`src/rtl/posit_encoder_if.sv`:
```
// Handshake and field bundle between an unpacked-posit producer and posit_encoder.
// Signal names follow the encoder's port list so the producer side reads naturally.
interface posit_encoder_if #(
  parameter int n  = 16,
  parameter int es = 1
);
  localparam int nd         = $clog2(n - 1);
  localparam int EXP_WIDTH  = nd + es;
  localparam int MANT_WIDTH = n - es - 3;

  logic                  in_valid_i;
  logic                  in_ready_o;
  logic                  nar_i;
  logic                  sign_i;
  logic [EXP_WIDTH:0]    rg_exp_i;
  logic [MANT_WIDTH:0]   mant_norm_i;
  logic                  sticky_i;
  logic                  out_valid_o;
  logic                  out_ready_i;
  logic [n-1:0]          posit_o;

  modport master (
    output in_valid_i, nar_i, sign_i, rg_exp_i, mant_norm_i, sticky_i, out_ready_i,
    input  in_ready_o, out_valid_o, posit_o
  );

  modport slave (
    input  in_valid_i, nar_i, sign_i, rg_exp_i, mant_norm_i, sticky_i, out_ready_i,
    output in_ready_o, out_valid_o, posit_o
  );
endinterface

```
`src/rtl/posit_encoder.sv`:
```
// Two-stage posit packer: stage 1 classifies and sizes the regime, stage 2 shifts,
// rounds to nearest-even, saturates and applies sign/special-value overrides.
module posit_encoder #(
  parameter int n  = 16,
  parameter int es = 1
) (
  input  logic              clk_i,
  input  logic              rst_ni,
  posit_encoder_if.slave    bus
);
  localparam int nd         = $clog2(n - 1);
  localparam int EXP_WIDTH  = nd + es;
  localparam int MANT_WIDTH = n - es - 3;
  localparam int BODY_W     = n - 3;
  localparam int PAD_W      = 2 * n - 2 - BODY_W;
  localparam int SAT_SCALE  = (n - 2) << es;

  localparam logic [n-1:0] MAXPOS = {1'b0, {(n - 1){1'b1}}};
  localparam logic [n-1:0] MINPOS = {{(n - 1){1'b0}}, 1'b1};
  localparam logic [n-1:0] NAR    = {1'b1, {(n - 1){1'b0}}};

  function automatic logic [n-1:0] negate(input logic [n-1:0] v);
    return ~v + MINPOS;
  endfunction

  // ---------------- stage 1: classify, size regime ----------------
  logic                 in_ready_s, s2_ready_s;
  int                   rg_int_s, k_int_s;
  logic                 zero_s, hi_s, lo_s, neg_s;
  logic [EXP_WIDTH-1:0] shamt_s;
  logic [BODY_W-1:0]    body_s;

  logic                 s1_v_r, s1_sign_r, s1_nar_r, s1_zero_r, s1_hi_r, s1_lo_r, s1_neg_r, s1_sticky_r;
  logic [EXP_WIDTH-1:0] s1_shamt_r;
  logic [BODY_W-1:0]    s1_body_r;
  logic                 s2_v_r;
  logic [n-1:0]         s2_posit_r;

  assign s2_ready_s = ~s2_v_r | bus.out_ready_i;
  assign in_ready_s = ~s1_v_r | s2_ready_s;

  // Exponent bits sit directly above the fraction; with es=0 the body is just the fraction.
  if (es > 0) begin : g_body_es
    assign body_s = {bus.rg_exp_i[es-1:0], bus.mant_norm_i[MANT_WIDTH-1:0]};
  end else begin : g_body_noes
    assign body_s = bus.mant_norm_i[MANT_WIDTH-1:0];
  end

  // Scale decode: regime k, saturation/zero flags and regime shift amount.
  always_comb begin
    rg_int_s = int'($signed(bus.rg_exp_i));
    k_int_s  = rg_int_s >>> es;
    zero_s   = ~bus.mant_norm_i[MANT_WIDTH] & ~bus.nar_i;
    hi_s     = (rg_int_s >= SAT_SCALE);
    lo_s     = (rg_int_s < -SAT_SCALE);
    neg_s    = (k_int_s < 0);
    if (neg_s) begin
      shamt_s = EXP_WIDTH'(-k_int_s - 1);
    end else begin
      shamt_s = EXP_WIDTH'(k_int_s);
    end
  end

  // Stage 1 register; advances whenever stage 2 can take its contents.
  always_ff @(posedge clk_i or negedge rst_ni) begin
    if (!rst_ni) begin
      s1_v_r      <= 1'b0;
      s1_sign_r   <= 1'b0;
      s1_nar_r    <= 1'b0;
      s1_zero_r   <= 1'b0;
      s1_hi_r     <= 1'b0;
      s1_lo_r     <= 1'b0;
      s1_neg_r    <= 1'b0;
      s1_sticky_r <= 1'b0;
      s1_shamt_r  <= {EXP_WIDTH{1'b0}};
      s1_body_r   <= {BODY_W{1'b0}};
    end else if (in_ready_s) begin
      s1_v_r <= bus.in_valid_i;
      if (bus.in_valid_i) begin
        s1_sign_r   <= bus.sign_i;
        s1_nar_r    <= bus.nar_i;
        s1_zero_r   <= zero_s;
        s1_hi_r     <= hi_s;
        s1_lo_r     <= lo_s;
        s1_neg_r    <= neg_s;
        s1_sticky_r <= bus.sticky_i;
        s1_shamt_r  <= shamt_s;
        s1_body_r   <= body_s;
      end
    end
  end

  // ---------------- stage 2: shift, round, clamp ----------------
  logic [2*n-1:0] w0_s, ws_s;
  logic [n-2:0]   mag_s;
  logic           guard_s, sticky_s;
  logic [n-1:0]   sum_s, clamp_s, posit_s;

  // Negative k: "01" prefix shifted logically gives -k zeros then 1.
  // Non-negative k: "10" prefix shifted arithmetically gives k+1 ones then 0.
  always_comb begin
    w0_s = {(s1_neg_r ? 2'b01 : 2'b10), s1_body_r, {PAD_W{1'b0}}};
    if (s1_neg_r) begin
      ws_s = w0_s >> s1_shamt_r;
    end else begin
      ws_s = $unsigned($signed(w0_s) >>> s1_shamt_r);
    end
    mag_s    = ws_s[2*n-1 -: n-1];
    guard_s  = ws_s[n];
    sticky_s = (|ws_s[n-1:0]) | s1_sticky_r;
    sum_s    = {1'b0, mag_s} + {{(n - 1){1'b0}}, guard_s & (mag_s[0] | sticky_s)};
    if (sum_s[n-1]) begin
      clamp_s = MAXPOS;
    end else if (sum_s == {n{1'b0}}) begin
      clamp_s = MINPOS;
    end else begin
      clamp_s = sum_s;
    end

    if (s1_nar_r) begin
      posit_s = NAR;
    end else if (s1_zero_r) begin
      posit_s = {n{1'b0}};
    end else if (s1_hi_r) begin
      posit_s = s1_sign_r ? negate(MAXPOS) : MAXPOS;
    end else if (s1_lo_r) begin
      posit_s = s1_sign_r ? negate(MINPOS) : MINPOS;
    end else begin
      posit_s = s1_sign_r ? negate(clamp_s) : clamp_s;
    end
  end

  // Output register; holds steady while downstream stalls.
  always_ff @(posedge clk_i or negedge rst_ni) begin
    if (!rst_ni) begin
      s2_v_r     <= 1'b0;
      s2_posit_r <= {n{1'b0}};
    end else if (s2_ready_s) begin
      s2_v_r <= s1_v_r;
      if (s1_v_r) begin
        s2_posit_r <= posit_s;
      end
    end
  end

  assign bus.in_ready_o  = in_ready_s;
  assign bus.out_valid_o = s2_v_r;
  assign bus.posit_o     = s2_posit_r;
endmodule
```
`src/flat_wrapper.sv`:
```
// flat-port wrapper written by rule: the top's interface ports become plain ports
module posit_encoder_flat 
#(
  parameter int n  = 16,
  parameter int es = 1
)
  (clk_i, rst_ni, bus_in_valid_i, bus_nar_i, bus_sign_i, bus_rg_exp_i, bus_mant_norm_i, bus_sticky_i, bus_out_ready_i, bus_in_ready_o, bus_out_valid_o, bus_posit_o);
  posit_encoder_if #(.n(n), .es(es)) bus_i ();
  input  logic clk_i;
  input  logic rst_ni;
  input wire logic [$bits(bus_i.in_valid_i)-1:0] bus_in_valid_i;
  input wire logic [$bits(bus_i.nar_i)-1:0] bus_nar_i;
  input wire logic [$bits(bus_i.sign_i)-1:0] bus_sign_i;
  input wire logic [$bits(bus_i.rg_exp_i)-1:0] bus_rg_exp_i;
  input wire logic [$bits(bus_i.mant_norm_i)-1:0] bus_mant_norm_i;
  input wire logic [$bits(bus_i.sticky_i)-1:0] bus_sticky_i;
  input wire logic [$bits(bus_i.out_ready_i)-1:0] bus_out_ready_i;
  output wire logic [$bits(bus_i.in_ready_o)-1:0] bus_in_ready_o;
  output wire logic [$bits(bus_i.out_valid_o)-1:0] bus_out_valid_o;
  output wire logic [$bits(bus_i.posit_o)-1:0] bus_posit_o;
  assign bus_i.in_valid_i = bus_in_valid_i;
  assign bus_i.nar_i = bus_nar_i;
  assign bus_i.sign_i = bus_sign_i;
  assign bus_i.rg_exp_i = bus_rg_exp_i;
  assign bus_i.mant_norm_i = bus_mant_norm_i;
  assign bus_i.sticky_i = bus_sticky_i;
  assign bus_i.out_ready_i = bus_out_ready_i;
  assign bus_in_ready_o = bus_i.in_ready_o;
  assign bus_out_valid_o = bus_i.out_valid_o;
  assign bus_posit_o = bus_i.posit_o;
  posit_encoder #(.n(n), .es(es)) u_core (.clk_i(clk_i), .rst_ni(rst_ni), .bus(bus_i));
endmodule
```
`config.mk`:
```
export PLATFORM = sky130hd
export DESIGN_NAME = posit_encoder_flat
export DESIGN_NICKNAME = d
export VERILOG_FILES = /design/src/rtl/posit_encoder_if.sv /design/src/rtl/posit_encoder.sv /design/src/flat_wrapper.sv
export SDC_FILE = /design/constraint.sdc
export NUM_CORES = 1
export LEC_CHECK = 0
export BUFFER_PORTS_ARGS = -buffer_cell sky130_fd_sc_hd__buf_2
export CORE_MARGIN = 2
export CORE_UTILIZATION = 35
export CTS_CLUSTER_SIZE = 20
export DETAILED_ROUTE_END_ITERATION = 10
export GPL_TIMING_DRIVEN = 1
export PLACE_DENSITY = 0.49
export SYNTH_ARGS = -nofsm -noshare
export SYNTH_HDL_FRONTEND = slang
export SYNTH_SLANG_ARGS = --single-unit
```
`constraint.sdc`:
```
create_clock -name clk_i -period 9.2 [get_ports clk_i]
set_clock_uncertainty 0.1 [all_clocks]
set_input_delay 1.84 -clock clk_i [delete_from_list [all_inputs] [get_ports clk_i]]
set_output_delay 1.84 -clock clk_i [all_outputs]
set_load 0.05 [all_outputs]
```
==> results.json, run 1 <==
{
  "max-cap-violations": 0,
  "ir_drop_mv": 0.148,
  "rsz0062_at_grt": "no",
  "finalSetupTns_ps": 0,
  "clockPowerShare": 0.185,
  "path_buf_inv": 3,
  "drive_above_1_share": 0.202,
  "cts.sinks": 42,
  "synth_fa_ha_area_frac": 0.0205,
  "syn2layout_area_growth_pct": 8.64,
  "place_area_sq_um": 4470,
  "post_cts_resized": 0,
  "leakage_nw": 1.92,
  "period_share": 0.635,
  "muxShareOfSynthArea": 0.166,
  "grt_overflow": 0,
  "via_count": 3918,
  "diodes": 0,
  "switchingPower_mw": 0.512,
  "ys_top_cells_by_count": "nand2_1 (52), dfrtp_1 (42), nor2_1 (35), o21ai_0 (35), a21oi_1 (27)",
  "seq_area_frac_synth": 0.246,
  "ys.flop_type": "dfrtp_1",
  "first_global_vias": 3743,
  "grt_use_total": 0.191,
  "p_seq_frac": 0.253,
  "hold_buffers": 0,
  "crit_family": "simple AND/OR/NAND/NOR gates",
  "drc": 0,
  "post-cts-setup-buffers": 0,
  "p_int_mw": 0.571,
  "clock_tree.root_cell": "clkbuf_16",
  "drtIter0Drc": 234,
  "ys_ff_latch": 42,
  "final_area_sq_um": 4640,
  "outcome": "finished, final reports clean",
  "synth-compound-area-share": 0.232,
  "antenna_found_initial": 0,
  "synth-xor-area-share": 0.0369,
  "post-synth-top-count-cell": "nand2_1",
  "start_kind": "flip-flop",
  "clk_pin_slew_ps": 70,
  "hold_ws_ps": 375,
  "yosys.area.top_type": "dfrtp_1",
  "routed_wl_mm": 11.8,
  "rows": 40,
  "gp_congestion": 0.876,
  "crit_path_max_incr_delay_ps": 480,
  "finalMaxSlewViolations": 0,
  "portBuffers": 43,
  "cp_slowest_cell": "mux4_2",
  "netlist_instances": 506,
  "synth-edff-count": 0,
  "fmax_mhz": 171,
  "synthArstFlopShare": 1.00,
  "layout_setup_ws_ps": 3350,
  "synth_top_family_by_area": "simple AND/OR/NAND/NOR gates",
  "fin_nets": 553,
  "core_area_sq_um": 12000,
  "end_kind": "flip-flop",
  "powerDensity_nw_per_um2": 233,
  "min_period_ps": 5850,
  "dpl.hpwl_mm": 8.99,
  "relSlewSlack": 0.284,
  "ys_types": 80,
  "cp_max_fo": 43,
  "crit_arrival_ps": 5920,
  "crit_chain": "buf_4, inv_1, ha_1, inv_1, mux4_2, mux2i_1, ha_1, and2_1, nand2_1, xnor2_1, a41o_1, o211ai_1, nor3_1, nor3_1, ha_1, nand2_1, nor4b_1, nand4_1, or3_1, o21ai_1, xnor2_1, o21ai_1, nand2_1",
  "synth-simple-area-share": 0.233,
  "path_class": "reg2reg",
  "tightestPinTransition_ps": 1070,
  "largest_reg_flops": 16,
  "place_ws_ps": 3430,
  "start_util": 0.357,
  "postSynthAreaPerCell_sq_um": 8.45,
  "grt_max_degree": 55,
  "finalSetupViolCount": 0,
  "synth_area_sq_um": 4270,
  "cts_tree": "built",
  "worstSkewPairLatency_ps": 280,
  "die_area_sq_um": 13100,
  "comb_power_share": 0.562,
  "grt_pass1_wl_mm": 20.0,
  "routedWlPerCell_um": 17.7,
  "dr.pass1.iters": 6,
  "hold_class": "reg2reg",
  "num-fill-cells": 1240,
  "synth_top_area_frac": 0.246,
  "clockBufferDepth": 2,
  "hold_violations": 0,
  "ant_nets": 0,
  "io_pins": 44,
  "dieHeight_um": 115,
  "syn-num-nets": 539,
  "die_x_um": 115,
  "viasPerCell": 5.87,
  "synth_warnings": 0,
  "required_ps": 9280,
  "p_sw_frac": 0.473,
  "htreeDepth": 2,
  "synthTopCellsByArea": "dfrtp_1 (25%), mux2_2 (6.9%), nand2_1 (4.6%)",
  "cts_buffers": 5
}
-- layout by cell type, fill, tap and decap left out, types with 6 or more instances in the layout --
cell      instances
o31ai_1           6
inv_1            13
dfrtp_1          42
o211ai_1          9
nand2b_1         11
ha_1              7
mux4_1            6
a21o_1            8
a21oi_1          27
or3_1             8
nand3_1          15
nor2_1           35
nand4_1           6
mux2i_1          13
a211oi_1         11
and2_1            9
o21ai_0          35
nor3_1           14
xnor2_1          13
buf_2            43
nor2b_1           6
nand2_1          52
mux2_2           26
-- per-layer routing --
metal | wire length [um] | track usage | vias to the layer above
li1 | - | - | 1918
met1 | 6000 | 0.295 | 1882
met2 | 5100 | 0.277 | 104
met3 | 487 | 0.0196 | 14
met4 | 208 | 0.0602 | 0
met5 | 0 | 0 | -
-- worst paths after layout --
path                                       startpoint  cells after the start  slack [ps]                      to
worst max-delay path             u_core.s1_shamt_r[0]                     23        3350  u_core.bus.posit_o[10]
worst min-delay path            u_core.bus.posit_o[4]                      2         370   u_core.bus.posit_o[4]
worst max register to register   u_core.s1_shamt_r[0]                     23        3350  u_core.bus.posit_o[10]
worst min register to register  u_core.bus.posit_o[4]                      2         370   u_core.bus.posit_o[4]
max in group asynchronous                      rst_ni                      1        6830     u_core.s1_body_r[6]
min in group asynchronous                      rst_ni                      1        1590  u_core.bus.posit_o[14]
-- power by group through the flow --
stage | Sequential [mW] | Clock, mW | Combinational (mW)
6_report | 0.274 | 0.201 | 0.608
5_1_grt | 0.282 | 0.213 | 0.670
4_1_cts | 0.273 | 0.208 | 0.607
3_5_place_dp | 0.276 | 0 | 0.603
3_3_place_gp | 0.276 | 0 | 0.608
2_1_floorplan | 0.319 | 0 | 0.425
-- stage by stage --
step | util | total power [mW] | cells
6_report | 0.388 | 1.08 | 668
5_1_grt | 0.388 | 1.16 | 668
4_1_cts | 0.388 | 1.09 | 668
3_5_place_dp | 0.374 | 0.879 | 660
3_3_place_gp | 0.374 | 0.884 | 660
2_1_floorplan | - | 0.744 | 506
-- area by class of cell --
cell class,count,area [sq um],area share
clock buffer,5,125,0.0269
clock inverter,3,43.8,0.00943
inverter,14,52.6,0.0113
multi-input combinational,410,2940,0.634
sequential,42,1050,0.226
tap,147,184,0.0396
timing repair buffer,47,245,0.0528
-- worst reg2reg max path, cell delays in order (launching register included) --
cell and delay, ps:
dfrtp_1 320, buf_4 420, inv_1 270, ha_1 460, inv_1 80, mux4_2 480, mux2i_1 150, ha_1 270
and2_1 240, nand2_1 150, xnor2_1 170, a41o_1 250, o211ai_1 280, nor3_1 80, nor3_1 270, ha_1 270
nand2_1 70, nor4b_1 370, nand4_1 180, or3_1 380, o21ai_1 180, xnor2_1 90, o21ai_1 150, nand2_1 70
-- kinds of logic after synthesis --
| group | Yosys count |
|---|---|
| xor gates and xnor gates | 18 |
| adders and majority gates | 7 |
| AOI/OAI and AO/OA | 145 |
| muxes | 51 |
| and+or+nand+nor | 189 |
| buffers and inverters | 54 |
| DFF | 42 |
Power figures use the tool's default switching activity.
==> run 2: changes to the inputs <==
--- a/config.mk
+++ b/config.mk
@@ -5,6 +5,7 @@
 export SDC_FILE = /design/constraint.sdc
 export NUM_CORES = 1
 export LEC_CHECK = 0
+export ABC_AREA = 1
 export BUFFER_PORTS_ARGS = -buffer_cell sky130_fd_sc_hd__buf_2
 export CORE_MARGIN = 2
 export CORE_UTILIZATION = 35
==> constraint.sdc (replaced) <==
create_clock -name clk_i -period 5.97 [get_ports clk_i]
set_clock_uncertainty 0.1 [all_clocks]
set_input_delay 1.194 -clock clk_i [delete_from_list [all_inputs] [get_ports clk_i]]
set_output_delay 1.194 -clock clk_i [all_outputs]
set_load 0.05 [all_outputs]
==> run 2 against run 1 <==
  * Combinational power is 63% higher
  * Maximum frequency is 31% higher
  * Clock power is 39% higher
  * Worst hold slack hardly changed
  * Clock-buffer cell count is 2 higher
  * Critical path type unchanged
  * Highest routed layer unchanged
==> results.json, run 2 <==
{
  "core_area_sq_um": 11300,
  "cp_slowest_cell": "dfrtp_1",
  "ys_ff_latch": 42,
  "antenna_found_initial": 0,
  "crit_arrival_ps": 4520,
  "ys_top_cells_by_count": "nand2_1 (269), nand3_1 (67), dfrtp_1 (42), nor2_1 (40), inv_1 (37)",
  "crit_path_max_incr_delay_ps": 730,
  "ant_nets": 0,
  "largest_reg_flops": 16,
  "postSynthAreaPerCell_sq_um": 6.23,
  "post-synth-top-count-cell": "nand2_1",
  "die_area_sq_um": 12300,
  "finalSetupViolCount": 0,
  "layout_common_cells": "nand2_1 (269), nand3_1 (67), buf_2 (43), dfrtp_1 (42), nor2_1 (40)",
  "grt_pass1_wl_mm": 18.3,
  "outcome": "finished, final reports clean",
  "synthArstFlopShare": 1.00,
  "finalSetupTns_ps": 0,
  "post_cts_resized": 0,
  "max-cap-violations": 0,
  "viasPerCell": 4.93,
  "rsz0062_at_grt": "no",
  "first_global_vias": 3807,
  "ys_types": 39,
  "final_common_cell": "nand2_1",
  "dr.pass1.iters": 5,
  "cts_buffers": 5,
  "clock_tree.root_cell": "clkbuf_16",
  "grt_use_total": 0.176,
  "place_ws_ps": 1550,
  "leakage_nw": 2.40,
  "path_class": "reg2reg",
  "yosys.area.top_type": "dfrtp_1",
  "finalMaxSlewViolations": 0,
  "hold_violations": 0,
  "crit_top_cell": "nand2_1",
  "synth-edff-count": 0,
  "synth_top_area_frac": 0.263,
  "powerDensity_nw_per_um2": 387,
  "dp_cells": 802,
  "clockBufferDepth": 2,
  "power_mw": 1.69,
  "hold_buffers": 0,
  "layout_setup_ws_ps": 1520,
  "io_pins": 44,
  "fin_nets": 699,
  "end_kind": "flip-flop",
  "synth_area_sq_um": 3990,
  "fmax_mhz": 225,
  "min_period_ps": 4450,
  "syn-num-nets": 674,
  "routed_wl_mm": 10.6,
  "start_kind": "flip-flop",
  "gp_congestion": 0.823,
  "synth_warnings": 0,
  "seq_area_frac_synth": 0.263,
  "routedWlPerCell_um": 13.0,
  "fin_util": 0.387,
  "period_share": 0.746,
  "cts.sinks": 42,
  "start_util": 0.354,
  "dpl.hpwl_mm": 8.21,
  "post-cts-setup-buffers": 0,
  "cp_max_fo": 17,
  "syn2layout_area_growth_pct": 9.27,
  "diodes": 0,
  "clk_pin_slew_ps": 60,
  "required_ps": 6040,
  "ir_drop_mv": 0.229,
  "netlist_instances": 641,
  "via_count": 3990,
  "htreeDepth": 2,
  "drtIter0Drc": 209,
  "rows": 39,
  "ys.flop_type": "dfrtp_1",
  "cts_tree": "built",
  "synthTopCellsByArea": "dfrtp_1 (26%), nand2_1 (25%), nand3_1 (8.4%)",
  "drive_above_1_share": 0.183,
  "dieHeight_um": 111,
  "grt_overflow": 0,
  "grt_max_degree": 43,
  "tightestPinTransition_ps": 926,
  "worstSkewPairLatency_ps": 280,
  "drc": 0,
  "hold_class": "reg2reg",
  "final_cells": 810,
  "portBuffers": 43,
  "relSlewSlack": 0.383,
  "die_x_um": 111
}
-- run 2: per-layer routing --
metal  part of all wire  vias up  global-route usage
li1                   -     2109                   -
met1               0.52     1767               0.260
met2               0.43       94               0.270
met3              0.035       20              0.0197
met4              0.020        0              0.0567
met5                  0        -                   0
-- run 2: final timing paths --
check / start / to / slack, ps / cells after the start
setup / recovery: u_core.s1_shamt_r[0] / u_core.bus.posit_o[10] / 1520 / 30
hold / removal: u_core.bus.posit_o[13] / u_core.bus.posit_o[13] / 380 / 2
setup reg to reg: u_core.s1_shamt_r[0] / u_core.bus.posit_o[10] / 1520 / 30
hold reg to reg: u_core.bus.posit_o[13] / u_core.bus.posit_o[13] / 380 / 2
max in group asynchronous: rst_ni / u_core.bus.posit_o[10] / 4240 / 1
min in group asynchronous: rst_ni / u_core.s1_body_r[7] / 950 / 1
-- run 2: cell families (layout without fill, tap and decap cells) --
group	count (synthesis)	after routing	synth area share
xor+xnor	5	5	0.0110
compound gates	59	59	0.0793
buf+inv	74	100	0.0918
flops	42	42	0.263
simple gates	454	454	0.533
fa+ha+maj	7	7	0.0219
-- run 2: worst max-delay path: cells and delay by family, from the launching register on --
family	cells	cell delay [ps]
adder cells (fa/ha/maj)	3	740
buffers and inverters	3	320
AO/OA/AOI/OAI	5	570
flip-flops	1	730
AND/OR/NAND/NOR	19	1870
-- run 2: report_power, final --
group	switching [mW]	total, mW	leakage (nW)	internal (mW)
Combinational	0.703	0.993	1.80	0.290
Sequential	0.0744	0.417	0.530	0.342
Clock	0.112	0.280	0.0745	0.168
Total	0.889	1.69	2.40	0.800
-- run 2: cell type report --
type / count / area, sq um
Tap cell: 143 / 179
Sequential cell: 42 / 1050
Inverter: 49 / 191
Clock buffer: 7 / 143
Multi-Input combinational cell: 525 / 2580
Fill cell: 1241 / 6910
Timing Repair Buffer: 43 / 215
Clock inverter: 1 / 8.76
-- run 2: stage by stage --
| step | area [sq um] | hold slack [ps] |
|---|---|---|
| final | 4360 | 375 |
| after floorplan | 3990 | 371 |
| after detailed placement | 4210 | 361 |
| after CTS | 4360 | 385 |
| after global placement | 4210 | 358 |
| after global routing | 4360 | 405 |
==> run 3: changes to the inputs <==
--- a/config.mk
+++ b/config.mk
@@ -5,14 +5,14 @@
 export SDC_FILE = /design/constraint.sdc
 export NUM_CORES = 1
 export LEC_CHECK = 0
-export ABC_AREA = 1
+export ABC_AREA = 0
 export BUFFER_PORTS_ARGS = -buffer_cell sky130_fd_sc_hd__buf_2
 export CORE_MARGIN = 2
 export CORE_UTILIZATION = 35
 export CTS_CLUSTER_SIZE = 20
 export DETAILED_ROUTE_END_ITERATION = 10
 export GPL_TIMING_DRIVEN = 1
-export PLACE_DENSITY = 0.49
+export PLACE_DENSITY = 0.51
 export SYNTH_ARGS = -nofsm -noshare
 export SYNTH_HDL_FRONTEND = slang
 export SYNTH_SLANG_ARGS = --single-unit
==> constraint.sdc (replaced) <==
create_clock -name clk_i -period 3.9 [get_ports clk_i]
set_clock_uncertainty 0.1 [all_clocks]
set_input_delay 0.78 -clock clk_i [delete_from_list [all_inputs] [get_ports clk_i]]
set_output_delay 0.78 -clock clk_i [all_outputs]
set_load 0.05 [all_outputs]
==> run 3 against run 2 <==
  * The run now ends with negative setup slack left
  * Die area is 6.8% higher
  * Clock-buffer cell count fell by 2
  * Sequential cell count did not move
  * Critical path type unchanged
  * Largest cell class unchanged
  * Largest power group unchanged
  * Highest routed layer unchanged
==> results.json, run 3 (synthesis gave the netlist of run 1 again) <==
{
  "rsz0062_at_grt": "yes",
  "relSlewSlack": 0.327,
  "num-fill-cells": 1075,
  "violations": "negative setup slack",
  "cts_buffers": 5,
  "leakage_nw": 2.91,
  "die_area_sq_um": 13100,
  "start_util": 0.357,
  "power_mw": 3.46,
  "htreeDepth": 2,
  "path_buf_inv": 3,
  "end_kind": "flip-flop",
  "finalMaxSlewViolations": 0,
  "die_x_um": 115,
  "grt_max_degree": 43,
  "layout_setup_ws_ps": -921,
  "path_class": "reg2reg",
  "hold_violations": 0,
  "final_area_sq_um": 6490,
  "dieHeight_um": 115,
  "place_ws_ps": -1140,
  "ant_nets": 0,
  "required_ps": 3970,
  "multiInputGateArea_sq_um": 3310,
  "grt_use_total": 0.232,
  "core_area_sq_um": 12000,
  "syn2layout_area_growth_pct": 51.8,
  "routed_wl_mm": 14.9,
  "io_pins": 44,
  "hold_buffers": 0,
  "crit_family": "simple AND/OR/NAND/NOR gates",
  "first_global_vias": 4624,
  "period_share": 1.24,
  "clk_pin_slew_ps": 60,
  "largest_reg_flops": 16,
  "cp_slowest_cell": "or4_4",
  "start_kind": "flip-flop",
  "fin_util": 0.542,
  "final_common_cell": "buf_4",
  "hold_class": "reg2reg",
  "dpl.hpwl_mm": 11.2,
  "via_count": 4642,
  "clockBufferDepth": 2,
  "min_period_ps": 4820,
  "dr.pass1.iters": 5,
  "crit_arrival_ps": 4890,
  "place_area_sq_um": 5740,
  "grt_pass1_wl_mm": 24.1,
  "finalSetupViolCount": 14,
  "crit_chain": "buf_12, inv_8, ha_4, buf_6, o211ai_1, and3_1, or4_4, or2_4, nor3b_1, a41o_1, o211ai_1, nor3_2, nor3_2, ha_2, nand2_2, nor4b_4, nand4_1, or3_4, o21ai_2, xnor2_1, o21ai_1, nand2_1",
  "cts.sinks": 42,
  "cp_max_fo": 5,
  "clock_tree.root_cell": "clkbuf_16",
  "diodes": 0,
  "register_area_sq_um": 1050,
  "max-cap-violations": 0,
  "worstSkewPairLatency_ps": 280,
  "antenna_found_initial": 0,
  "hold_ws_ps": 375,
  "outcome": "finished, violations left",
  "drc": 0,
  "viasPerCell": 5.48,
  "fmax_mhz": 207,
  "grt_overflow": 0,
  "drive_above_1_share": 0.490,
  "drtIter0Drc": 232,
  "gp_congestion": 0.873,
  "cts_tree": "built",
  "ir_drop_mv": 0.485,
  "fin_nets": 733,
  "tightestPinTransition_ps": 1010,
  "powerDensity_nw_per_um2": 534,
  "portBuffers": 43,
  "routedWlPerCell_um": 17.5,
  "crit_path_max_incr_delay_ps": 550,
  "layout_common_cells": "buf_4 (161), nand2_1 (48), buf_2 (43), dfrtp_1 (40), nor2_1 (30)",
  "rows": 40
}
==> run 3: cell count changes in the layout (fill, tap and decap cells not counted), sizes merged, moves of 10 or more <==
cell,change
a211oi,+11
a21oi,+13
buf,+184
inv,-35
mux2,+27
mux2i,+13
mux4,+11
nand2,-238
nand2b,+11
nand3,-71
nor2,-17
xnor2,+10
==> run 3: worst reg2reg max path, delay by kind of cell (launching register included) <==
kind	cells	cell delay, ps
buffers and inverters	3	310
flip-flops	1	500
AND/OR/NAND/NOR	11	2380
AO/OA/AOI/OAI	5	840
adder cells (fa/ha/maj)	2	510
XOR/XNOR	1	80
==> run 3: layout make-up <==
class,instances,share of cell area
clock buffers,5,0.0193
multi-input cells,410,0.511
inverters,14,0.00926
clock inverters,2,0.00154
repair buffers,227,0.268
well taps,147,0.0283
flip-flops and latches,42,0.162
==> run 3: final timing paths <==
kind	startpoint	endpoint	slack (ps)	depth (start not counted)
min in group asynchronous	rst_ni	u_core.bus.posit_o[14]	530	1
min reg2reg	u_core.bus.posit_o[0]	u_core.bus.posit_o[0]	370	1
min	u_core.bus.posit_o[0]	u_core.bus.posit_o[0]	370	1
max reg2reg	u_core.s1_shamt_r[0]	u_core.bus.posit_o[10]	-920	22
max in group asynchronous	rst_ni	u_core.s1_shamt_r[0]	2510	1
max	u_core.s1_shamt_r[0]	u_core.bus.posit_o[10]	-920	22
==> run 3: power by group <==
part,internal (mW),leakage (nW),switching (mW)
Clock,0.231,0.0694,0.160
Combinational,1.19,2.32,1.25
Sequential,0.522,0.515,0.113
==> run 3: metal layers <==
layer,global-route usage,up-vias,share of wire
li1,-,2276,-
met1,0.351,2214,0.49
met2,0.355,133,0.45
met3,0.0222,19,0.051
met4,0.0577,0,0.014
met5,0,-,0
==> run 3: metrics by stage <==
stage               cells  TNS, ps
finish                847    -8110
global route          847   -10840
detailed placement    813    -6970
floorplan             506    -3690
CTS                   832    -5820
global placement      813    -5920
==> run 3: repair_timing <==
action                     CTS  global route
buffers inserted            10            20
cloned                       2             0
setup endpoints to repair   15            15
gates resized for setup     48            46
pin swaps                   19            29
